[src/rtl/imem_pkg.sv]
// rtl/imem_pkg.sv - shared types and constants for the instruction memory arbiter
package imem_pkg;

   localparam logic PORT_FETCH = 1'b0;
   localparam logic PORT_LOAD  = 1'b1;

   localparam int ARB_RR    = 0;
   localparam int ARB_FIXED = 1;

   typedef struct packed {
      logic valid;
      logic owner;
      logic we;
      logic oob;
   } pend_t;

   // Unsigned compare on the full byte address; low bits count too.
   function automatic logic addr_oob(input logic [31:0] addr, input logic [31:0] limit);
      return addr >= limit;
   endfunction

endpackage

[src/rtl/rr_arbiter2.sv]
// rtl/rr_arbiter2.sv - two-input arbiter with round-robin pointer, fixed mode and loader lock
module rr_arbiter2
   import imem_pkg::*;
(
   input  logic       clk_i,
   input  logic       rst_ni,
   input  logic       fixed_i,
   input  logic       lock_i,
   input  logic [1:0] req_i,
   output logic [1:0] gnt_o
);

   logic rr_ptr;
   logic lock_owner;
   logic lock_active;

   // A held lock only counts while the loader keeps lock_i high, so port 0
   // regains eligibility in the very cycle the lock drops.
   assign lock_active = lock_owner & lock_i;

   always_comb begin
      gnt_o = 2'b00;
      if (rst_ni) begin
         if (lock_active) begin
            gnt_o[PORT_LOAD] = req_i[PORT_LOAD];
         end else if (req_i[PORT_FETCH] && req_i[PORT_LOAD]) begin
            if (fixed_i || (rr_ptr == PORT_FETCH)) begin
               gnt_o[PORT_FETCH] = 1'b1;
            end else begin
               gnt_o[PORT_LOAD] = 1'b1;
            end
         end else begin
            gnt_o = req_i;
         end
      end
   end

   always_ff @(posedge clk_i) begin
      if (!rst_ni) begin
         rr_ptr     <= PORT_FETCH;
         lock_owner <= 1'b0;
      end else begin
         if (gnt_o[PORT_FETCH]) begin
            rr_ptr <= PORT_LOAD;
         end else if (gnt_o[PORT_LOAD]) begin
            rr_ptr <= PORT_FETCH;
         end

         if (!lock_i) begin
            lock_owner <= 1'b0;
         end else if (gnt_o[PORT_LOAD]) begin
            lock_owner <= 1'b1;
         end
      end
   end

endmodule

[src/rtl/imem_arbiter.sv]
// rtl/imem_arbiter.sv - shares one synchronous-read instruction RAM between fetch and loader
module imem_arbiter
   import imem_pkg::*;
#(
   parameter int MEM_SIZE_BYTES = 4096,
   parameter int ARB_MODE       = 0
) (
   input  logic        clk_i,
   input  logic        rst_ni,

   input  logic        req0_i,
   input  logic [31:0] addr0_i,
   output logic        gnt0_o,
   output logic        rvalid0_o,
   output logic [31:0] rdata0_o,
   output logic        err0_o,

   input  logic        req1_i,
   input  logic        we1_i,
   input  logic [31:0] addr1_i,
   input  logic [31:0] wdata1_i,
   input  logic        lock1_i,
   output logic        gnt1_o,
   output logic        rvalid1_o,
   output logic [31:0] rdata1_o,
   output logic        err1_o,

   output logic        mem_req_o,
   output logic        mem_we_o,
   output logic [29:0] mem_addr_o,
   output logic [31:0] mem_wdata_o,
   input  logic [31:0] mem_rdata_i
);

   localparam logic [31:0] MEM_LIMIT   = 32'(MEM_SIZE_BYTES);
   localparam logic        FIXED_PRIO  = (ARB_MODE == ARB_FIXED);

   logic [1:0]  gnt;
   logic        gnt_any;
   logic        sel;
   logic [31:0] addr_sel;
   logic        oob;
   pend_t       pend_d;
   pend_t       pend_q;

   rr_arbiter2 u_arb (
      .clk_i   (clk_i),
      .rst_ni  (rst_ni),
      .fixed_i (FIXED_PRIO),
      .lock_i  (lock1_i),
      .req_i   ({req1_i, req0_i}),
      .gnt_o   (gnt)
   );

   assign gnt0_o = gnt[PORT_FETCH];
   assign gnt1_o = gnt[PORT_LOAD];

   always_comb begin
      gnt_any  = |gnt;
      sel      = gnt[PORT_LOAD] ? PORT_LOAD : PORT_FETCH;
      addr_sel = (sel == PORT_LOAD) ? addr1_i : addr0_i;
      oob      = addr_oob(addr_sel, MEM_LIMIT);

      // Out-of-range grants still produce a response, just without touching RAM.
      mem_req_o   = gnt_any & ~oob;
      mem_we_o    = mem_req_o & (sel == PORT_LOAD) & we1_i;
      mem_addr_o  = addr_sel[31:2];
      mem_wdata_o = wdata1_i;

      pend_d.valid = gnt_any;
      pend_d.owner = sel;
      pend_d.we    = (sel == PORT_LOAD) & we1_i;
      pend_d.oob   = oob;
   end

   always_ff @(posedge clk_i) begin
      if (!rst_ni) begin
         pend_q <= '0;
      end else begin
         pend_q <= pend_d;
      end
   end

   always_comb begin
      rvalid0_o = 1'b0;
      rdata0_o  = '0;
      err0_o    = 1'b0;
      rvalid1_o = 1'b0;
      rdata1_o  = '0;
      err1_o    = 1'b0;
      if (rst_ni && pend_q.valid) begin
         if (pend_q.owner == PORT_LOAD) begin
            rvalid1_o = 1'b1;
            err1_o    = pend_q.oob;
            rdata1_o  = (pend_q.we || pend_q.oob) ? 32'h0 : mem_rdata_i;
         end else begin
            rvalid0_o = 1'b1;
            err0_o    = pend_q.oob;
            rdata0_o  = pend_q.oob ? 32'h0 : mem_rdata_i;
         end
      end
   end

endmodule

[config.mk]
export PLATFORM = sky130hd
export DESIGN_NAME = imem_arbiter
export DESIGN_NICKNAME = d
export VERILOG_FILES = /design/src/rtl/imem_pkg.sv /design/src/rtl/rr_arbiter2.sv /design/src/rtl/imem_arbiter.sv
export SDC_FILE = /design/constraint.sdc
export NUM_CORES = 1
export LEC_CHECK = 0
export BUFFER_PORTS_ARGS = -buffer_cell sky130_fd_sc_hd__buf_2
export CORE_AREA = 2 2 105 107
export CTS_CLUSTER_DIAMETER = 150
export DETAILED_ROUTE_END_ITERATION = 12
export DIE_AREA = 0 0 107 109
export GPL_ROUTABILITY_DRIVEN = 0
export HOLD_SLACK_MARGIN = 0.12
export SLEW_MARGIN = 20
export SYNTH_ARGS = -nofsm -noshare
export SYNTH_HDL_FRONTEND = slang
export SYNTH_HIERARCHICAL = 1
export SYNTH_SLANG_ARGS = --single-unit
[constraint.sdc]
create_clock -name clk_i -period 4.7 [get_ports clk_i]
set_input_delay 0.47 -clock clk_i [delete_from_list [all_inputs] [get_ports clk_i]]
set_output_delay 0.47 -clock clk_i [all_outputs]
set_load 0.02 [all_outputs]
==> results.md, run 1 <==
- Outcome: finished clean
- Drt total wl: just under 6 mm
- Worst Hold Class: in -> reg
- Power Density: 120 mW/mm^2
- Largest net degree at the start of global routing: 33
- Placed inst area: ~0.0024 sq mm
- Hold Buf Count CTS: 0
- Fin. Hold Viols: 0
- DP HPWL: 5.29 mm
- Non-filler instance count after layout: roughly 500
- Worst-path clk slew: about 0.04 ns
- Top post-synthesis cells by area: and2_1 29%, mux2_2 24%, buf_4 17%
- Post-route clock skew: about 0.003 ns
- GR Overflow Total: 0
- Fin crit share: between 60% and 70%
- Area occupied by multi-input gates: between 0.001 and 0.0015 sq mm
- Biggest area consumer among synthesized cells: and2_1
- Initial Utilization: a little over an eighth
- Setup repair after global routing missed its margin: false
- CTS buffer count: 3
- Crit Path Max Fanout: 26
- Initial DRT Pass Iterations: 4
- Highest-count cells in the layout ignoring fill and taps: 199 x buf_2, 67 x and2_1, 30 x mux2_2
- Avg Vias per Cell: about 3.9
- Max cap viols: 0
- Register area: between 100 and 150 sq um
- Vias: a little under 2000
- Final instance area: about 0.0024 sq mm
- Postcts setup bufs: 0
- Setup-failing EPs final: 0
- Antenna violation net count after detailed routing: 0
- Num rows: 38
- Crit end category: output port
- Register area share after synthesis: between 8 and 9%
- Cell variety after synth: 29
- H-tree levels: 1
- VDD IR max: about 0.055 mV
- Post-synth EDFFs: 0
- Clock period minus worst slack: 3.23 ns
- Xor-xnor portion of the synthesized cell area: 0%
- Cells after DPL: approximately 490
- Simple-gate share of the synthesized area: 41.2%
- Adder-Cell Fraction of Synth Area: 0%
- PnR worst setup slack: roughly 1.5 ns
- Layout area overhead: 68.0%
- Lkg Pwr: between 1 and 1.5 nW
- Most common cell after layout, fill and taps aside: buf_2
- Main combinational cell family by area after synthesis: simple AND/OR/NAND/NOR gates
- Post-synth top flop: dfxtp_1
- Tot GR Track Use: roughly 8.8%
- Top-area cell type share of the netlist area: 29.4%
- Pwr Total: roughly 0.29 mW
- Remaining DRCs: 0
- Die W: about 110 um
- Clock Path Buffers: 2
- Die area: ~0.012 sq mm
- Worst-Skew Late Latency: 0.22 ns
- Wire length per cell: roughly 12 um
- CTS tree: built
- Fillers: around 1200
- Antenna violations before repair: 0
- Crit path kind: in -> out
- Io pins: 268
- Worst EP required: 4.23 ns
- Die height: between 100 and 150 um
- Worst-Margin Slew: 0.751 ns
- Yosys warning total: 6
- CP Launch Type: input port
- Reg2Reg Setup Slack: 2.37 ns
- Mean Syn Cell Area: approximately 7.6 sq um
- Async set or reset register ratio after synthesis: 0%
- I/O Buffers: 199
- Vias in the first global route: 1811
- DRT iter0 DRCs: a little under 90
- Share of layout cells above drive strength 1: between 60 and 70%
- Resized cells post-CTS: 0
- Max Freq: 309 MHz
- Synth Register Bits: 6
- Root buffer cell: clkbuf_8
- Setup TNS Final: 0 ns
- N_diodes: 0
- Critical Path AT: roughly 2.8 ns
- Synth Area in Compound Gates: between 6 and 7%
- Multiplexer area fraction after synthesis: a little under a quarter
- Dpl ws: 1.40 ns
- CTS sink cnt: 6
- Core Footprint: roughly 0.011 sq mm
- Fin. max-slew vios: 0
- First-pass GRT wire length: just over 8 mm
- Nets@finish: a little under 500
- Mapped cell area: 0.00143 sq mm
- Synth Net Count: between 300 and 400
- Synthesized instance count: around 190
- Slew HR: 49.8%
==> Yosys cell counts, types with 2 or more instances <==
master    number
and2_1        67
inv_1          2
nor2_1         5
mux2_2        30
o21a_1         2
buf_2          4
dfxtp_1        6
nand2b_1       2
clkbuf_1       6
buf_4         32
nand2_1        3
nor3_1         5
nor4_1         4
nand4_1        2
and3_1         3
==> final cells by class <==
type / instances / area share, %
clock buffers: 3 / 1.73
inverters: 2 / 0.314
multi-input cells: 137 / 43.1
flip-flops and latches: 6 / 5.02
well taps: 140 / 7.32
repair buffers: 202 / 42.6
==> flip-flops by register name, summed over array words and instances, names as in the netlist <==
name              flops
u_arb/rr_ptr          1
u_arb/lock_owner      1
pend_q                4
==> cells by family (layout without fill, tap and decap cells) <==
group / count (synthesis) / in the layout
AO/OA/AOI/OAI: 10 / 10
AND/OR/NAND/NOR: 96 / 96
flip-flops: 6 / 6
multiplexers: 30 / 30
other: 1 / 1
buffers and inverters: 44 / 207
==> critical path, stage by stage <==
cell	delay, ns
buf_2	0.10
a21boi_2	0.18
a21oi_4	0.62
nor4b_1	0.39
nand4_1	0.17
a221oi_2	0.44
and3_1	0.20
buf_2	0.17
==> per-stage QoR <==
step / hold WS, ns / utilization, %
floorplan: 0.459 / -
global placement: 0.467 / 22.2
detailed placement: 0.497 / 22.2
CTS: 0.458 / 22.6
global route: 0.465 / 22.6
finish: 0.467 / 22.6
==> path summary, 6_finish.rpt <==
path / start / to / cells past startpoint
min: req0_i / u_arb/lock_owner / 2
min reg2reg: u_arb/lock_owner / u_arb/lock_owner / 2
max: req0_i / mem_we_o / 8
max reg2reg: u_arb/rr_ptr / pend_q[0] / 6
==> routing by layer <==
metal | GRT usage (%) | vias up | wire length [um] | share of wire (%)
li1 | - | 920 | - | -
met4 | 3.71 | 0 | 182 | 3.1
met3 | 1.61 | 12 | 630 | 11
met5 | 0 | - | 0 | 0
met2 | 18.6 | 180 | 3020 | 51
met1 | 8.19 | 813 | 2070 | 35
==> where the power goes <==
part,internal [mW],switching (mW),total (mW)
clock network,0.0548,0.0202,0.0750
logic,0.0722,0.0839,0.156
registers,0.0538,0.00186,0.0557
total,0.181,0.106,0.287
No activity file was read; power rests on OpenSTA's default activity.
==> run 2: changes to the inputs <==
--- a/config.mk
+++ b/config.mk
@@ -6,10 +6,10 @@
 export NUM_CORES = 1
 export LEC_CHECK = 0
 export BUFFER_PORTS_ARGS = -buffer_cell sky130_fd_sc_hd__buf_2
-export CORE_AREA = 2 2 105 107
+export CORE_AREA = 2 2 103 105
 export CTS_CLUSTER_DIAMETER = 150
 export DETAILED_ROUTE_END_ITERATION = 12
-export DIE_AREA = 0 0 107 109
+export DIE_AREA = 0 0 105 107
 export GPL_ROUTABILITY_DRIVEN = 0
 export HOLD_SLACK_MARGIN = 0.12
 export SLEW_MARGIN = 20
==> constraint.sdc (replaced) <==
create_clock -name clk_i -period 3.3 [get_ports clk_i]
set_input_delay 0.33 -clock clk_i [delete_from_list [all_inputs] [get_ports clk_i]]
set_output_delay 0.33 -clock clk_i [all_outputs]
set_load 0.02 [all_outputs]
==> results.md, run 2 (synthesis gave the netlist of run 1 again) <==
- Outcome: finished clean (unchanged)
- Non-filler instance count after layout: 487 (was 490)
- Hold Buf Count CTS: 0 (unchanged)
- Crit Path Max Fanout: 13 (was 26)
- CP Launch Type: flop (was input port)
- Worst Hold Launch: req0_i (unchanged)
- Layout area overhead: 68.1% (was 68.0%)
- Die height: 107 um (was 109 um)
- Max reg flops: 4 (unchanged)
- I/O Buffers: 199 (unchanged)
- Fin. max-slew vios: 0 (unchanged)
- Antenna violations before repair: 0 (unchanged)
- First-pass GRT wire length: 8.68 mm (was 8.18 mm)
- Most common cell after layout, fill and taps aside: buf_2 (unchanged)
- Share of layout cells above drive strength 1: 68.7% (was 68.6%)
- Top flop regs: pend_q: 4 flops, u_arb/lock_owner: 1 flops, u_arb/rr_ptr: 1 flops (unchanged)
- Drt total wl: 5.82 mm (was 5.90 mm)
- Initial Utilization: 14.1% (was 13.4%)
- Crit path kind: reg -> out (was in -> out)
- Max Freq: between 300 and 400 MHz
- VDD IR max: 0.0675 mV (was 0.0547 mV)
- Avg Vias per Cell: 3.93 (about the same)
- N_diodes: 0 (unchanged)
- Max cap viols: 0 (unchanged)
- Antenna violation net count after detailed routing: 0 (unchanged)
- CTS sink cnt: 6 (unchanged)
- Largest net degree at the start of global routing: 33 (unchanged)
- Worst EP required: 2.97 ns (was 4.23 ns)
- Die area: 0.0112 sq mm (was 0.0117 sq mm)
- Lkg Pwr: 1.40 nW (was 1.39 nW)
- Num rows: 37 (was 38)
- Io pins: 268 (unchanged)
- Clock period minus worst slack: about 2.7 ns
- Cells after DPL: 484 (was 487)
- Tot GR Track Use: 9.54% (was 8.85%)
- Worst-Skew Late Latency: 0.22 ns (about the same)
- Clock Path Buffers: 2 (unchanged)
- Nets@finish: 487 (was 486)
- Initial DRT Pass Iterations: 4 (unchanged)
- Remaining DRCs: 0 (unchanged)
- Setup-failing EPs final: 0 (unchanged)
- Die W: 105 um (was 107 um)
- Setup TNS Final: 0 ns (unchanged)
- Highest-count cells in the layout ignoring fill and taps: 199 x buf_2, 67 x and2_1, 30 x mux2_2 (unchanged)
- Setup repair after global routing missed its margin: false (unchanged)
- Top reg by flops: pend_q (unchanged)
- Resized cells post-CTS: 0 (unchanged)
- DRT iter0 DRCs: 68 (was 89)
- Worst-path clk slew: 0.03 ns (was 0.04 ns)
- Crit end category: output port (unchanged)
- Power Density: 169 mW/mm^2 (was 120 mW/mm^2)
- Core Footprint: 0.0101 sq mm (was 0.0106 sq mm)
- CTS tree: built (unchanged)
- Root buffer cell: clkbuf_8 (unchanged)
- DP HPWL: 5.16 mm (was 5.29 mm)
- Critical Path AT: 2.36 ns (was 2.76 ns)
- Postcts setup bufs: 0 (unchanged)
- Vias in the first global route: 1853 (was 1811)
- Worst Hold Class: in -> reg (unchanged)
- GR Overflow Total: 0 (unchanged)
- Critical path origin: u_arb/rr_ptr (was req0_i)
- FF-to-FF Start: u_arb/rr_ptr (unchanged)
- Vias: 1914 (was 1925)
- Wire length per cell: 11.9 um (was 12.0 um)
- CTS buffer count: 3 (unchanged)
- Fin. Hold Viols: 0 (unchanged)
- Post-route clock skew: 0.000699 ns (was 0.00301 ns)
- Fin crit share: about four fifths
- H-tree levels: 1 (unchanged)
## run 2: worst paths after layout
| path | cells after the start | slack (ns) | to |
|---|---|---|---|
| min reg2reg | 2 | 0.50 | u_arb/lock_owner |
| min | 2 | 0.33 | u_arb/lock_owner |
| max reg2reg | 6 | 1.31 | pend_q[0] |
| max | 7 | 0.61 | mem_we_o |
## run 2: critical path: stages, from the launching register on
cell      delay, ns
dfxtp_1        0.31
nand2b_1       0.14
a21oi_4        0.39
nand2b_1       0.08
or4_1          0.42
a221oi_2       0.42
and3_1         0.21
buf_2          0.16
## run 2: where the power goes
part / internal, mW / total [mW] / switching, mW / leakage [nW]
registers: 0.0767 / 0.0793 / 0.00256 / 0.0495
logic: 0.103 / 0.220 / 0.117 / 1.33
clock network: 0.0780 / 0.106 / 0.0282 / 0.0216
## run 2: layout make-up
cell class | count | area, sq um
fill | 1122 | 7700
multi-input combinational | 137 | 1030
timing repair buffer | 203 | 1030
tap | 136 | 170
sequential | 6 | 120
clock buffer | 3 | 41.3
inverter | 2 | 7.51
## run 2: metrics by stage
stage / power (mW) / cell area, sq um / util (%) / hold WS (ns) / setup slack (ns)
2_1_floorplan: 0.245 / 1430 / - / 0.438 / 0.893
3_5_place_dp: 0.302 / 2350 / 23.3 / 0.497 / 0.653
3_3_place_gp: 0.300 / 2350 / 23.3 / 0.471 / 0.679
6_report: 0.406 / 2400 / 23.7 / 0.325 / 0.607
5_1_grt: 0.432 / 2400 / 23.7 / 0.328 / 0.401
4_1_cts: 0.412 / 2400 / 23.7 / 0.322 / 0.561
## run 2: routing by layer
metal  vias up  part of all wire, %  global-route usage (%)
li1        923                    -                       -
met1       815                   36                    9.54
met2       172                   52                    19.7
met3         4                   12                    2.49
met4         0                 0.53                    1.71
met5         -                    0                       0
